File: config.mk
export PLATFORM = sky130hd
export DESIGN_NAME = mmio_uart_tx
export DESIGN_NICKNAME = d
export VERILOG_FILES = /design/src/rtl/mmio_uart_tx.sv
export SDC_FILE = /design/constraint.sdc
export NUM_CORES = 1
export LEC_CHECK = 0
export CORE_MARGIN = 4
export CORE_UTILIZATION = 55
export CTS_CLUSTER_DIAMETER = 120
export DETAILED_ROUTE_END_ITERATION = 7
export GPL_ROUTABILITY_DRIVEN = 0
export PLACE_DENSITY = 0.85
export SYNTH_ARGS = -nofsm -noshare
export SYNTH_HDL_FRONTEND = slang
export SYNTH_SLANG_ARGS = --single-unit
File: constraint.sdc
create_clock -name clk -period 7.2 [get_ports clk]
set_input_delay 1.08 -clock clk [delete_from_list [all_inputs] [get_ports clk]]
set_output_delay 1.08 -clock clk [all_outputs]
set_load 0.005 [all_outputs]
File: src/rtl/mmio_uart_tx.sv
// mmio_uart_tx: memory-mapped FIFO-buffered 8N1 UART transmitter with status and tohost exit registers
//   clk, rstn               : clock (rising edge), asynchronous active-low reset
//   mem_valid/write/wmask/wdata/addr : data-memory bus request (slave side)
//   mem_rdata, rd_hit       : registered load response, valid the cycle after a load hit
//   tx                      : serial output, idle high
//   exit_valid, exit_code   : sticky tohost-written flag and last value written
module mmio_uart_tx #(
  parameter logic [31:0] BASE_ADDR = 32'h1000_0000,
  parameter int CLKS_PER_BIT = 16,
  parameter int FIFO_LOG2 = 3
) (
  input  logic        clk,
  input  logic        rstn,
  input  logic        mem_valid,
  input  logic        mem_write,
  input  logic [3:0]  mem_wmask,
  input  logic [31:0] mem_wdata,
  input  logic [31:0] mem_addr,
  output logic [31:0] mem_rdata,
  output logic        rd_hit,
  output logic        tx,
  output logic        exit_valid,
  output logic [7:0]  exit_code
);
  localparam int DEPTH = 1 << FIFO_LOG2;
  localparam int CW = FIFO_LOG2 + 1;
  localparam logic [15:0] RELOAD = 16'(CLKS_PER_BIT - 1);
  localparam logic [CW-1:0] FULL_CNT = CW'(DEPTH);
  localparam logic [FIFO_LOG2-1:0] PTR_ONE = FIFO_LOG2'(1);
  typedef enum logic [1:0] {IDLE, START, DATA, STOP} state_t;
  state_t state, state_n;
  logic [7:0] fifo [DEPTH];
  logic [FIFO_LOG2-1:0] rptr, wptr;
  logic [CW-1:0] count;
  logic [15:0] baud, baud_n;
  logic [2:0] idx, idx_n;
  logic [7:0] shift, shift_n;
  logic tx_n, ovf, full, empty, hit, wr, push_req, push, pop, clr, unused_ok;
  logic [31:0] status, rmux;
  assign hit = mem_valid & (mem_addr[31:4] == BASE_ADDR[31:4]);
  assign wr = hit & mem_write & mem_wmask[0];
  assign push_req = wr & (mem_addr[3:2] == 2'd0);
  assign clr = wr & (mem_addr[3:2] == 2'd1) & mem_wdata[3];
  assign full = count == FULL_CNT;
  assign empty = count == '0;
  assign push = push_req & ~full;
  assign pop = (state == IDLE) & ~empty;
  assign status = (32'(count) << 8) | {28'd0, ovf, empty, full, state != IDLE};
  assign rmux = mem_addr[3:2] == 2'd1 ? status : mem_addr[3:2] == 2'd2 ? {24'd0, exit_code} : '0;
  assign unused_ok = ^{mem_wdata[31:8], mem_addr[1:0], mem_wmask[3:1]};
  always_comb begin
    state_n = state;
    baud_n = baud - 16'd1;
    idx_n = idx;
    shift_n = shift;
    case (state)
      IDLE: begin
        baud_n = RELOAD;
        if (!empty) begin
          state_n = START;
          shift_n = fifo[rptr];
        end
      end
      START: if (baud == '0) begin
        state_n = DATA;
        baud_n = RELOAD;
        idx_n = '0;
      end
      DATA: if (baud == '0) begin
        baud_n = RELOAD;
        shift_n = shift >> 1;
        idx_n = idx + 3'd1;
        if (idx == 3'd7) state_n = STOP;
      end
      STOP: if (baud == '0) begin
        state_n = IDLE;
        baud_n = RELOAD;
      end
      default: state_n = IDLE;
    endcase
    tx_n = state_n == START ? 1'b0 : state_n == DATA ? shift_n[0] : 1'b1;
  end
  always_ff @(posedge clk or negedge rstn)
    if (!rstn) begin
      state <= IDLE;
      baud <= RELOAD;
      idx <= '0;
      shift <= '0;
      tx <= 1'b1;
      rptr <= '0;
      wptr <= '0;
      count <= '0;
      ovf <= 1'b0;
      exit_valid <= 1'b0;
      exit_code <= '0;
      rd_hit <= 1'b0;
      mem_rdata <= '0;
    end else begin
      state <= state_n;
      baud <= baud_n;
      idx <= idx_n;
      shift <= shift_n;
      tx <= tx_n;
      if (push) wptr <= wptr + PTR_ONE;
      if (pop) rptr <= rptr + PTR_ONE;
      count <= count + CW'(push) - CW'(pop);
      // a drop in the same cycle as a clear leaves overflow set
      ovf <= (push_req & full) | (ovf & ~clr);
      if (wr && mem_addr[3:2] == 2'd2) begin
        exit_valid <= 1'b1;
        exit_code <= mem_wdata[7:0];
      end
      rd_hit <= hit & ~mem_write;
      mem_rdata <= hit & ~mem_write ? rmux : '0;
    end
  always_ff @(posedge clk) if (push) fifo[wptr] <= mem_wdata[7:0];
endmodule
# Yosys cells after proc, flatten, opt, wreduce, memory -nomap -nowiden
# Memory sizes are Yosys's and may differ from the RTL's.
# Index checks and enable logic that the tools add are counted.
[classes]
add_sub_neg = 6
eq_ne = 13
n_mux = 21
bitwise_logic = 17
n_reduce_logical = 11
[op_table]
columns = ["op", "n"]
rows = [
  ["one-hot mux 16 bit (2 select lines)", 1],
  ["== test 28 x 25 -> 1 bit, second input constant", 1],
  ["2-to-1 mux 12 bit", 2],
  ["2-to-1 mux 8 bit", 3],
  ["zero test 16 bit", 1],
  ["2-to-1 mux 16 bit", 1],
  ["one-hot mux 8 bit (2 select lines)", 1],
  ["subtractor 16 x 1 -> 16 bit, second input constant", 1],
  ["bitwise OR 12 x 4 -> 12 bit", 1],
  ["bitwise AND 1 bit", 11],
  ["2-to-1 mux 2 bit", 5],
  ["adder 3 x 1 -> 3 bit, second input constant", 3],
  ["== test 2 bit, second input constant", 4],
  ["one-hot mux 2 bit (4 select lines)", 1],
  ["== test 2 x 1 -> 1 bit, second input constant", 3],
  ["2-to-1 mux 3 bit", 2],
  ["inequality test 2 bit, second input constant", 3],
  ["one-hot mux 3 bit (2 select lines)", 1],
  ["AND reduction 3 bit", 2],
  ["nonzero test 2 bit", 3],
  ["adder 4 x 1 -> 4 bit", 1],
  ["== test 4 bit, second input constant", 1],
  ["zero test 2 bit", 2],
  ["zero test 4 bit", 1],
  ["7 further kinds", 13],
]
[word_totals]
register_bits = 63
ramBits = 64
inputBits = 72
out_inout_bits = 43
wordCells = 83
n_memories = 1
[memory_table]
columns = ["memory", "depth", "width", "rd", "rd_clocked_by_memory_dff", "write_ports", "line", "text"]
rows = [
  ["fifo", 8, 8, 1, 0, 1, "32", "logic [7:0] fifo [DEPTH];"],
]

# Longest topological paths before layout
# Gate-level depths: netlist of run 1.
[depth]
depth_word = 9
ltp_mapped = 11
mapped_depth_nobuf = 11

# Least setup slack after synthesis of run 1
# No wires, ideal clock.
[synth_path]
path_kind = "input to register"
startpoint = "in mem_addr[5]"
endpoint = "reg count[2]"
setup_time_ns = 0.123
arrival_ns = 3.141
t_required_ns = 7.077
slack_ns = 3.937
stages = 10
path_buffers = 0
path_cell_list = "nor4_1 nand4_1 nor4_4 nand2_2 ha_1 inv_1 ha_1 inv_1 fa_1 xnor2_1"
[synth_via]
elab_chain_len = 8
[synth_lines]
columns = ["element", "line", "text"]
rows = [
  ["start: declaration", "18", "input logic [31:0] mem_addr,"],
  ["== test 28 x 25 -> 1 bit", "40", "assign hit = mem_valid & (mem_addr[31:4] == BASE_ADDR[31:4]);"],
  ["bitwise AND 1 bit", "40", ""],
  ["bitwise AND 1 bit (2 in a row)", "41", "assign wr = hit & mem_write & mem_wmask[0];"],
  ["bitwise AND 1 bit", "42", "assign push_req = wr & (mem_addr[3:2] == 2'd0);"],
  ["bitwise AND 1 bit", "46", "assign push = push_req & ~full;"],
  ["adder 4 x 1 -> 4 bit", "106", "count <= count + CW'(push) - CW'(pop);"],
  ["subtractor 4 x 1 -> 4 bit", "106", ""],
  ["end signal: assignment", "106", ""],
  ["end: declaration", "34", "logic [CW-1:0] count;"],
]
# No other way between the ends.
# A chain may end at the register's enable or synchronous reset.

# Final worst setup path of run 1
[layout_path]
startpoint = "in mem_addr[8]"
endpoint = "reg count[1]"
# The elaborated chain is that of the path after synthesis.

==> impl_results.md, run 1 <==
* CTS Buf Count at 17
* TritonCTS clock tree: yes
* Core area at 9774 um^2
* Worst Hold Margin at 0.4660 ns
* DRT iter0 DRCs at 325
* Mapped Cells at 395
* Minimum clock period at 3.432 ns
* Final Net Count at 555
* VDD IR max at 216.6 uV
* Post-synth EDFFs at 64
* Die X at 108.4 um
* WS Path Type: primary input to register
* Clock sinks at 127
* Worst Clk Skew at 0.01179 ns
* P per Cell Area at 246.3 nW/um^2
* Least-Margin Pin Slew at 1.122 ns
* Antenna-violating nets left at 0
* Row cnt at 36
* Worst hold-check path type: register to register
* Worst-case clock buffer depth at 2
* RSZ-0062 raised after global routing: no
* Hold Vio Cnt, Final at 0
* Layout cell share with drive strength beyond 1 at 15.29%
* Arr. time, crit path at 3.85 ns
* Final Cycle Share at 47.67%
* Synthesized area at 5540 um^2
* Antenna violations before repair at 0
* CTS H-tree lvls at 4
* Ys async rst share at 49.61%
* Crit path max fanout at 6
* Synth cell types at 52
* Final WL at 11980 um
* Post-CTS Setup Inserts at 0
* Fill count at 614
* Post-detail-place hpwl at 7616 um
* Max-slew violation count at 0
* Achievable Freq at 291.3 MHz
* Area grow syn2layout at 23.76%
* Yosys top cell area share at 34.69%
* Synthesized flop and latch total at 127
* Final TNS setup at 0 ns
* Die H at 108.4 um
* Routed vias at 3499
* Initial Utilization at 56.68%
* Clock Latency Late Sink at 0.54 ns
* Status: complete, no violations
* Clk slew on worst S/H paths at 0.06 ns
* GRT Residual Overflow at 0
* Final setup vio count at 0
* Main synth FF type: edfxtp_1
* Synth area leader: edfxtp_1
* I/O Pins at 115
* Leak at 2.776 nW
* Non-filler cells, final at 617
* Vias in the first global route at 3723
* Area contributors post-synth: edfxtp_1 35%, dfrtp_1 26%, mux4_2 6.1%
* Initial DRT Pass Iterations at 4
* # DRC at 0
* Total GRT Usage at 22.41%
* Post-CTS Resized at 0
* CP Launch Type: primary input
* Die area at 11740 um^2
* Critical path required time at 7.62 ns
* Placed instance count at 584
* # diodes at 0
* CTS Hold Buffers Added at 0
* Warnings from Yosys at 0
* Vias per std cell at 5.671
* Largest net degree at the start of global routing at 64
* Register area share after synthesis at 63.26%
* CTS Root Cell: clkbuf_8
* IO buf count at 65
* Average wire per standard cell at 19.42 um
* Syn avg cell area at 14.03 um^2
* Worst setup EP type: register
* Rel. slew slack at 25.17%
* Max cap viols at 0
* Global-route wire length before repair at 18910 um
## placed cells by master (no fill, tap or decap), types with 6 or more instances in the layout
master and n:
conb_1 20, nand2_1 25, mux4_2 15, nand3_1 6, xnor2_1 14, mux2i_1 10
and3_1 8, mux2_2 9, dfrtp_1 58, a221o_1 7, ha_1 11, clkdlybuf4s50_1 64
clkbuf_16 16, a21oi_1 7, inv_1 12, inv_6 6, edfxtp_1 64, nor3_1 10
nor2_1 36, nor4_1 6
## cell type report
class | count | area (um^2) | area share (%)
well taps | 133 | 166.4 | 2.427
clock inverters | 15 | 196.4 | 2.865
clock buffers | 17 | 414.1 | 6.040
inverters | 13 | 48.80 | 0.7117
repair buffers | 69 | 673.1 | 9.818
flip-flops and latches | 127 | 3505 | 51.11
multi-input cells | 243 | 1853 | 27.03
## report_power, final
| group | internal [mW] | switching [mW] | total [mW] | leakage, nW |
|---|---|---|---|---|
| clock | 0.539 | 0.344 | 0.882 | 0.291 |
| combinational | 0.0214 | 0.0207 | 0.0422 | 1.09 |
| sequential | 0.764 | 0.000000133 | 0.764 | 1.39 |
| total | 1.32 | 0.364 | 1.69 | 2.78 |
## cells in the mapped netlist (2+ instances only)
cell type / count
nor4b_1: 2
mux4_2: 15
inv_1: 12
nor2b_1: 5
dfrtp_1: 58
a21oi_1: 7
nor4_1: 6
dfstp_2: 5
nor4_4: 2
or3_1: 4
o21ai_0: 5
nand2b_1: 3
a221o_1: 7
mux2_2: 9
clkbuf_1: 7
xnor2_1: 14
nand4_1: 3
o22ai_1: 2
nor3_1: 10
buf_4: 21
xor2_1: 4
mux2i_1: 10
nand3_1: 6
and3_1: 8
edfxtp_1: 64
nor3b_1: 4
nand2_1: 25
a21o_1: 3
a22oi_1: 3
and2_1: 2
nor2_1: 36
ha_1: 11
a22o_1: 3
## registers in the layout, summed over array words and instances (netlist names)
signal and cells:
count 4, ovf 1, wptr 3, state 2, mem_rdata 12, shift 8, tx 1, exit_valid 1
idx 3, rptr 3, rd_hit 1, exit_code 8, fifo 64, baud 16
## per-stage QoR
step / cell area, um^2 / power [mW] / utilization, % / setup slack [ns]
4_1_cts: 6852 / 1.699 / 70.10 / 3.777
2_1_floorplan: 5612 / 0.7922 / - / 3.937
5_1_grt: 6857 / 1.738 / 70.15 / 3.601
3_3_place_gp: 6241 / 0.8194 / 63.85 / 3.354
6_report: 6857 / 1.688 / 70.15 / 3.768
3_5_place_dp: 6241 / 0.8207 / 63.85 / 3.269
## cell families after synthesis
family          synth area share [%]
mux                            9.734
fa+ha+maj                      2.846
flops                          63.26
compound gates                 4.607
buf+inv                        4.584
other cells                  0.06769
simple gates                   12.06
xor+xnor                       2.846
## critical path: stages
cell,delay (ns)
clkdlybuf4s50_1,0.41
nor4_1,0.30
nand4_1,0.27
nor4_4,0.50
nand2_2,0.15
ha_1,0.33
inv_1,0.06
ha_1,0.16
inv_1,0.06
fa_1,0.48
inv_1,0.06
## layer usage
layer  track usage [%]  routed length (um)  up-vias
met4             10.91                 348        0
met3             7.463                1045       32
met1             25.65                4350     1722
met5                 0                   0        -
li1                  -                   -     1574
met2             37.88                6238      171
## path summary, 6_finish.rpt
kind	from	end	slack (ns)	depth (start not counted)
min in group asynchronous	rstn	baud[14]	0.71	2
max	mem_addr[8]	count[1]	3.77	11
min	baud[0]	baud[0]	0.47	1
max reg2reg	count[2]	count[1]	4.08	11
max in group asynchronous	rstn	idx[1]	5.97	2
min reg2reg	baud[0]	baud[0]	0.47	1
(Power assumes the default switching activity.)
==> run 2, diff against run 1 <==
--- a/config.mk
+++ b/config.mk
@@ -6,11 +6,11 @@
 export NUM_CORES = 1
 export LEC_CHECK = 0
 export CORE_MARGIN = 4
-export CORE_UTILIZATION = 55
+export CORE_UTILIZATION = 51
 export CTS_CLUSTER_DIAMETER = 120
 export DETAILED_ROUTE_END_ITERATION = 7
 export GPL_ROUTABILITY_DRIVEN = 0
-export PLACE_DENSITY = 0.85
+export PLACE_DENSITY = 0.8
 export SYNTH_ARGS = -nofsm -noshare
 export SYNTH_HDL_FRONTEND = slang
 export SYNTH_SLANG_ARGS = --single-unit
==> constraint.sdc (replaced) <==
create_clock -name clk -period 3.6 [get_ports clk]
set_input_delay 0.54 -clock clk [delete_from_list [all_inputs] [get_ports clk]]
set_output_delay 0.54 -clock clk [all_outputs]
set_load 0.005 [all_outputs]
==> impl_results.md, run 2 (synthesized netlist as in run 1, its figures left out) <==
* Status: complete, no violations (unchanged)
* CP bufs+invs at 6 (was 4)
* Die area at 12590 um^2 (was 11740 um^2)
* Setup Slack @ Placement at 0.3112 ns (was 3.269 ns)
* Worst-case clock buffer depth at 2 (unchanged)
* CTS H-tree lvls at 4 (unchanged)
* # diodes at 0 (unchanged)
* TritonCTS clock tree: yes (unchanged)
* Antenna-violating nets left at 0 (unchanged)
* P per Cell Area at 458.0 nW/um^2 (was 246.3 nW/um^2)
* Max-slew violation count at 0 (unchanged)
* Initial DRT Pass Iterations at 4 (unchanged)
* Total GRT Usage at 19.14% (was 22.41%)
* WS Path Type: register to register (was primary input to register)
* Met2 WL at 5692 um (was 6238 um)
* Core area at 10460 um^2 (was 9774 um^2)
* RSZ-0062 raised after global routing: no (unchanged)
* Worst path most repeated cell: inv_1 (unchanged)
* Largest net degree at the start of global routing at 32 (was 64)
* Final Cycle Share at 75.77%
* I/O Pins at 115 (unchanged)
* RR Endpoint: count[2] (was count[1])
* Hold Vio Cnt, Final at 0 (unchanged)
* Final TNS setup at 0 ns (unchanged)
* GRT Residual Overflow at 0 (unchanged)
* Post-CTS Resized at 0 (unchanged)
* Arr. time, crit path at 3.13 ns (was 3.85 ns)
* Final setup vio count at 0 (unchanged)
* Clk slew on worst S/H paths at 0.06 ns (about the same)
* Area grow syn2layout at 24.23% (was 23.76%)
* Worst R2R Path Depth at 13 (was 11)
* CP max-delay cell: fa_1 (was nor4_4)
* CP Launch Type: register (was primary input)
* Max cap viols at 0 (unchanged)
* Die H at 112.2 um (was 108.4 um)
* Rel. slew slack at 45.05% (was 25.17%)
* Worst Clk Skew at 0.008016 ns (was 0.01179 ns)
* DRT iter0 DRCs at 246 (was 325)
* Highest metal used: met4 (unchanged)
* Max reg flops at 64 (unchanged)
* VDD IR max at 298.6 uV (was 216.6 uV)
* CTS Hold Buffers Added at 0 (unchanged)
* DRT met1 WL at 4623 um (was 4350 um)
* Largest registers: fifo (64), baud (16), mem_rdata (12) (unchanged)
* Die X at 112.2 um (was 108.4 um)
* Initial Utilization at 52.95% (was 56.68%)
* Critical path required time at 4.01 ns (was 7.62 ns)
* # DRC at 0 (unchanged)
* CTS Root Cell: clkbuf_8 (unchanged)
* Worst hold-check path type: primary input to asynchronous set/reset pin (was register to register)
* Kind of cell adding the most delay to the critical path: adder cells (was simple AND/OR/NAND/NOR gates)
* Met3 WL post-DR at 666 um (was 1045 um)
* Average wire per standard cell at 17.80 um (was 19.42 um)
* Minimum clock period at 2.728 ns
* Layout cell share with drive strength beyond 1 at 17.14% (was 15.29%)
* Global-route wire length before repair at 18500 um (was 18910 um)
* Most frequent cells in the layout: 64 x edfxtp_1, 64 x clkdlybuf4s50_1, 58 x dfrtp_1, 36 x nor2_1, 25 x nand2_1 (unchanged)
* Post-CTS Setup Inserts at 0 (unchanged)
* Clock Latency Late Sink at 0.52 ns (was 0.54 ns)
* Crit path max fanout at 13 (was 6)
* IO buf count at 65 (unchanged)
* Setup slack after layout at 0.8722 ns (was 3.768 ns)
* Top reg by flops: fifo (unchanged)
* Vias per std cell at 5.413 (was 5.671)
* Row cnt at 37 (was 36)
* Worst setup EP type: register (unchanged)
* Leak at 2.807 nW (was 2.776 nW)
* R2r setup slk at 0.87 ns (was 4.08 ns)
* Least-Margin Pin Slew at 0.8242 ns (was 1.122 ns)
* Critical-path cell list: inv_1 > ha_1 > nor3b_1 > buf_4 > or3_1 > buf_4 > inv_1 > ha_1 > inv_1 > ha_1 > inv_1 > fa_1 > xnor2_1 (was clkdlybuf4s50_1 > nor4_1 > nand4_1 > nor4_4 > nand2_2 > ha_1 > inv_1 > ha_1 > inv_1 > fa_1 > inv_1)
* Worst r2r src: count[2] (unchanged)
* Routed vias at 3421 (was 3499)
* Slowest stage delay, CP at 0.37 ns (was 0.50 ns)
* Final WL at 11250 um (was 11980 um)
* Post-detail-place hpwl at 7840 um (was 7616 um)
* Antenna violations before repair at 0 (unchanged)
* Final Net Count at 567 (was 555)
* CTS Buf Count at 17 (unchanged)
* Clock sinks at 127 (unchanged)
* Vias in the first global route at 3638 (was 3723)
* Achievable Freq at 366.6 MHz
-- run 2: area by class of cell --
| class | count | area, um^2 |
|---|---|---|
| Clock inverter | 15 | 126.4 |
| Timing Repair Buffer | 81 | 765.7 |
| Fill cell | 750 | 3580 |
| Clock buffer | 17 | 414.1 |
| Multi-Input combinational cell | 243 | 1853 |
| Sequential cell | 127 | 3505 |
| Inverter | 13 | 48.80 |
| Tap cell | 136 | 170.2 |
-- run 2: report_power, final --
| part | total [mW] | switching [mW] | internal (mW) |
|---|---|---|---|
| Clock | 1.54 | 0.672 | 0.866 |
| Combinational | 0.0860 | 0.0418 | 0.0443 |
| Sequential | 1.53 | 0.000000224 | 1.53 |
-- run 2: per-stage QoR --
step	hold slack, ns	utilization [%]	power, mW	std cells	instance area (um^2)
final	0.06204	65.79	3.152	632	6883
after global routing	0.1009	65.79	3.267	632	6883
after CTS	0.07158	65.79	3.175	632	6883
after detailed placement	0.4549	60.62	1.643	600	6342
after global placement	0.4459	60.62	1.641	600	6342
after floorplan	0.2444	-	1.584	414	5612
-- run 2: worst register-to-register path: cells and delay by family (launching register included) --
kind	cells	cell delay, ns
and+or+nand+nor	2	0.44
buffers and inverters	6	0.71
xor gates and xnor gates	1	0.14
adders and majority gates	4	0.99
DFF	1	0.34
-- run 2: worst max path at each step --
stage / from / endpoint / slack, ns / cells after the start
floorplan: mem_addr[5] / count[2] / 0.88 / 10
finish: count[2] / count[2] / 0.87 / 13
detailed placement: mem_addr[5] / count[2] / 0.31 / 11
CTS: mem_addr[5] / count[1] / 0.85 / 11
global route: count[2] / count[3] / 0.71 / 13
global placement: mem_addr[5] / count[2] / 0.43 / 11
-- run 2: per-layer routing --
metal	track usage [%]	vias to the layer above
met5	0	-
met4	7.772	0
met3	5.283	17
met2	32.74	113
met1	22.95	1703
li1	-	1588
==> run 3, diff against run 2 <==
--- a/config.mk
+++ b/config.mk
@@ -6,11 +6,11 @@
 export NUM_CORES = 1
 export LEC_CHECK = 0
 export CORE_MARGIN = 4
-export CORE_UTILIZATION = 51
+export CORE_UTILIZATION = 46
 export CTS_CLUSTER_DIAMETER = 120
 export DETAILED_ROUTE_END_ITERATION = 7
 export GPL_ROUTABILITY_DRIVEN = 0
-export PLACE_DENSITY = 0.8
+export PLACE_DENSITY = 0.76
 export SYNTH_ARGS = -nofsm -noshare
 export SYNTH_HDL_FRONTEND = slang
 export SYNTH_SLANG_ARGS = --single-unit
==> constraint.sdc (replaced) <==
create_clock -name clk -period 2.37 [get_ports clk]
set_input_delay 0.3555 -clock clk [delete_from_list [all_inputs] [get_ports clk]]
set_output_delay 0.3555 -clock clk [all_outputs]
set_load 0.005 [all_outputs]
==> impl_results.md, run 3 (synthesized netlist as in run 1, its figures left out) <==
* Status: complete, no violations (unchanged)
* Final setup vio count at 0 (unchanged)
* Commonest non-fill, non-tap cell in the layout: edfxtp_1
* Rel. slew slack at 38.68% (was 45.05%)
* Achievable Freq at 427.1 MHz (was 366.6 MHz)
* # diodes at 0 (unchanged)
* RSZ-0062 raised after global routing: yes (was no)
* Total GRT Usage at 17.69% (was 19.14%)
* Worst hold-check path type: primary input to asynchronous set/reset pin (unchanged)
* Most frequent cells in the layout: 64 x edfxtp_1, 58 x dfrtp_1, 47 x buf_4, 42 x clkdlybuf4s50_1, 36 x nor2_1 (was 64 x edfxtp_1, 64 x clkdlybuf4s50_1, 58 x dfrtp_1, 36 x nor2_1, 25 x nand2_1)
* Arr. time, crit path at 2.66 ns (was 3.13 ns)
* Core area at 11610 um^2 (was 10460 um^2)
* Worst Clk Skew at 0.01273 ns (was 0.008016 ns)
* WS Path Type: register to register (unchanged)
* Worst-case clock buffer depth at 2 (unchanged)
* Initial DRT Pass Iterations at 4 (unchanged)
* I/O Pins at 115 (unchanged)
* Initial Utilization at 47.71% (was 52.95%)
* CTS H-tree lvls at 4 (unchanged)
* Hold Vio Cnt, Final at 0 (unchanged)
* Worst R2R Path Depth at 11 (was 13)
* Max cap viols at 0 (unchanged)
* GRT Residual Overflow at 0 (unchanged)
* Worst setup EP type: register (unchanged)
* Clock Latency Late Sink at 0.42 ns (was 0.52 ns)
* Max reg flops at 64 (unchanged)
* Worst r2r src: count[2] (unchanged)
* Routed vias at 3634 (was 3421)
* IO buf count at 65 (unchanged)
* Global-route wire length before repair at 18890 um (was 18500 um)
* Final Cycle Share at 98.78% (was 75.77%)
* CTS Buf Count at 17 (unchanged)
* VDD IR max at 490.5 uV (was 298.6 uV)
* CTS Root Cell: clkbuf_16 (was clkbuf_8)
* Area post-placement at 6636 um^2 (was 6342 um^2)
* Die area at 13860 um^2 (was 12590 um^2)
* Area grow syn2layout at 33.15% (was 24.23%)
* Slowest stage delay, CP at 0.53 ns (was 0.37 ns)
* Die X at 117.7 um (was 112.2 um)
* Worst path most repeated cell: inv_4 (was inv_1)
* Antenna-violating nets left at 0 (unchanged)
* Clk slew on worst S/H paths at 0.06 ns (about the same)
* Top reg by flops: fifo (unchanged)
* Final Net Count at 600 (was 567)
* Largest registers: fifo (64), baud (16), mem_rdata (12) (unchanged)
* Minimum clock period at 2.341 ns (was 2.728 ns)
* Final core occ at 63.52% (was 65.79%)
* Reg area at 3505 um^2 (unchanged)
* # DRC at 0 (unchanged)
* Least-Margin Pin Slew at 0.9198 ns (was 0.8242 ns)
* CP Launch Type: register (unchanged)
* Critical path required time at 2.69 ns (was 4.01 ns)
* Vias per std cell at 5.408 (was 5.413)
* CP max-delay cell: fa_2 (was fa_1)
* Row cnt at 39 (was 37)
* CTS Hold Buffers Added at 0 (unchanged)
* Critical-path cell list: inv_2 > ha_2 > nor3b_4 > or3_4 > inv_4 > ha_4 > inv_4 > ha_4 > inv_4 > fa_2 > inv_2 (was inv_1 > ha_1 > nor3b_1 > buf_4 > or3_1 > buf_4 > inv_1 > ha_1 > inv_1 > ha_1 > inv_1 > fa_1 > xnor2_1)
* Crit path max fanout at 3 (was 13)
* Final WL at 12050 um (was 11250 um)
* Final Cell Area at 7377 um^2 (was 6883 um^2)
* Leak at 3.222 nW (was 2.807 nW)
* Final total power at 5.007 mW (was 3.152 mW)
* Antenna violations before repair at 0 (unchanged)
* Average wire per standard cell at 17.93 um (was 17.80 um)
* Fill count at 822 (was 750)
* CP Launch Point: count[2] (unchanged)
* DRT iter0 DRCs at 256 (was 246)
* Clock sinks at 127 (unchanged)
* Vias in the first global route at 3791 (was 3638)
* Die H at 117.7 um (was 112.2 um)
* Post-detail-place hpwl at 8219 um (was 7840 um)
* Max-slew violation count at 0 (unchanged)
* TritonCTS clock tree: yes (unchanged)
* P per Cell Area at 678.7 nW/um^2 (was 458.0 nW/um^2)
* Layout cell share with drive strength beyond 1 at 26.47% (was 17.14%)
* Area occupied by multi-input gates at 1981 um^2 (was 1853 um^2)
* Largest net degree at the start of global routing at 41 (was 32)
[run 3: metal layers]
layer | GRT usage (%) | share of wire [%]
met5 | 0 | 0
met4 | 6.813 | 2.1
met3 | 6.968 | 6.7
met2 | 30.33 | 52
met1 | 19.88 | 39
[run 3: final timing paths]
kind	slack [ns]	to
hold reg to reg	0.46	baud[0]
setup / recovery	0.03	count[1]
setup reg to reg	0.03	count[1]
min in group clk	0.46	baud[0]
hold / removal	0.08	baud[14]
max in group asynchronous	1.55	mem_rdata[4]
[run 3: final cells by class]
type,count,area share (%)
Timing Repair Buffer,114,14.50
Sequential cell,127,47.51
Tap cell,143,2.425
Inverter,13,0.7632
Clock buffer,18,5.953
Clock inverter,14,2.001
Multi-Input combinational cell,243,26.85
[run 3: critical path: cells and delay by family (launching register included)]
family | cells | cell delay (ns)
adders and majority gates | 4 | 1.05
and+or+nand+nor | 2 | 0.56
DFF | 1 | 0.36
buffers and inverters | 5 | 0.26
[run 3: report_power, final]
group	switching [mW]	leakage, nW	internal [mW]
clock network	1.03	0.286	1.51
registers	0.000000325	1.39	2.32
logic	0.0744	1.54	0.0678
total	1.11	3.22	3.90
[run 3: metrics by stage]
stage	setup slack, ns	cells	hold slack, ns	TNS [ns]
floorplan	-0.1224	414	0.05991	-0.1635
global placement	-0.4764	633	0.4447	-19.72
detailed placement	-0.5353	633	0.4478	-21.41
CTS	0.004152	669	0.1037	0
global route	-0.02508	672	0.1482	-0.02508
finish	0.02884	672	0.08428	0
[run 3: repair_timing]
action / 4_1_cts / 5_1_grt
resized for setup: 9 / 29
cloned: 0 / 0
pin swaps: 4 / 12
setup buffers: 4 / 3
endpoints found under the setup margin: 3 / 59
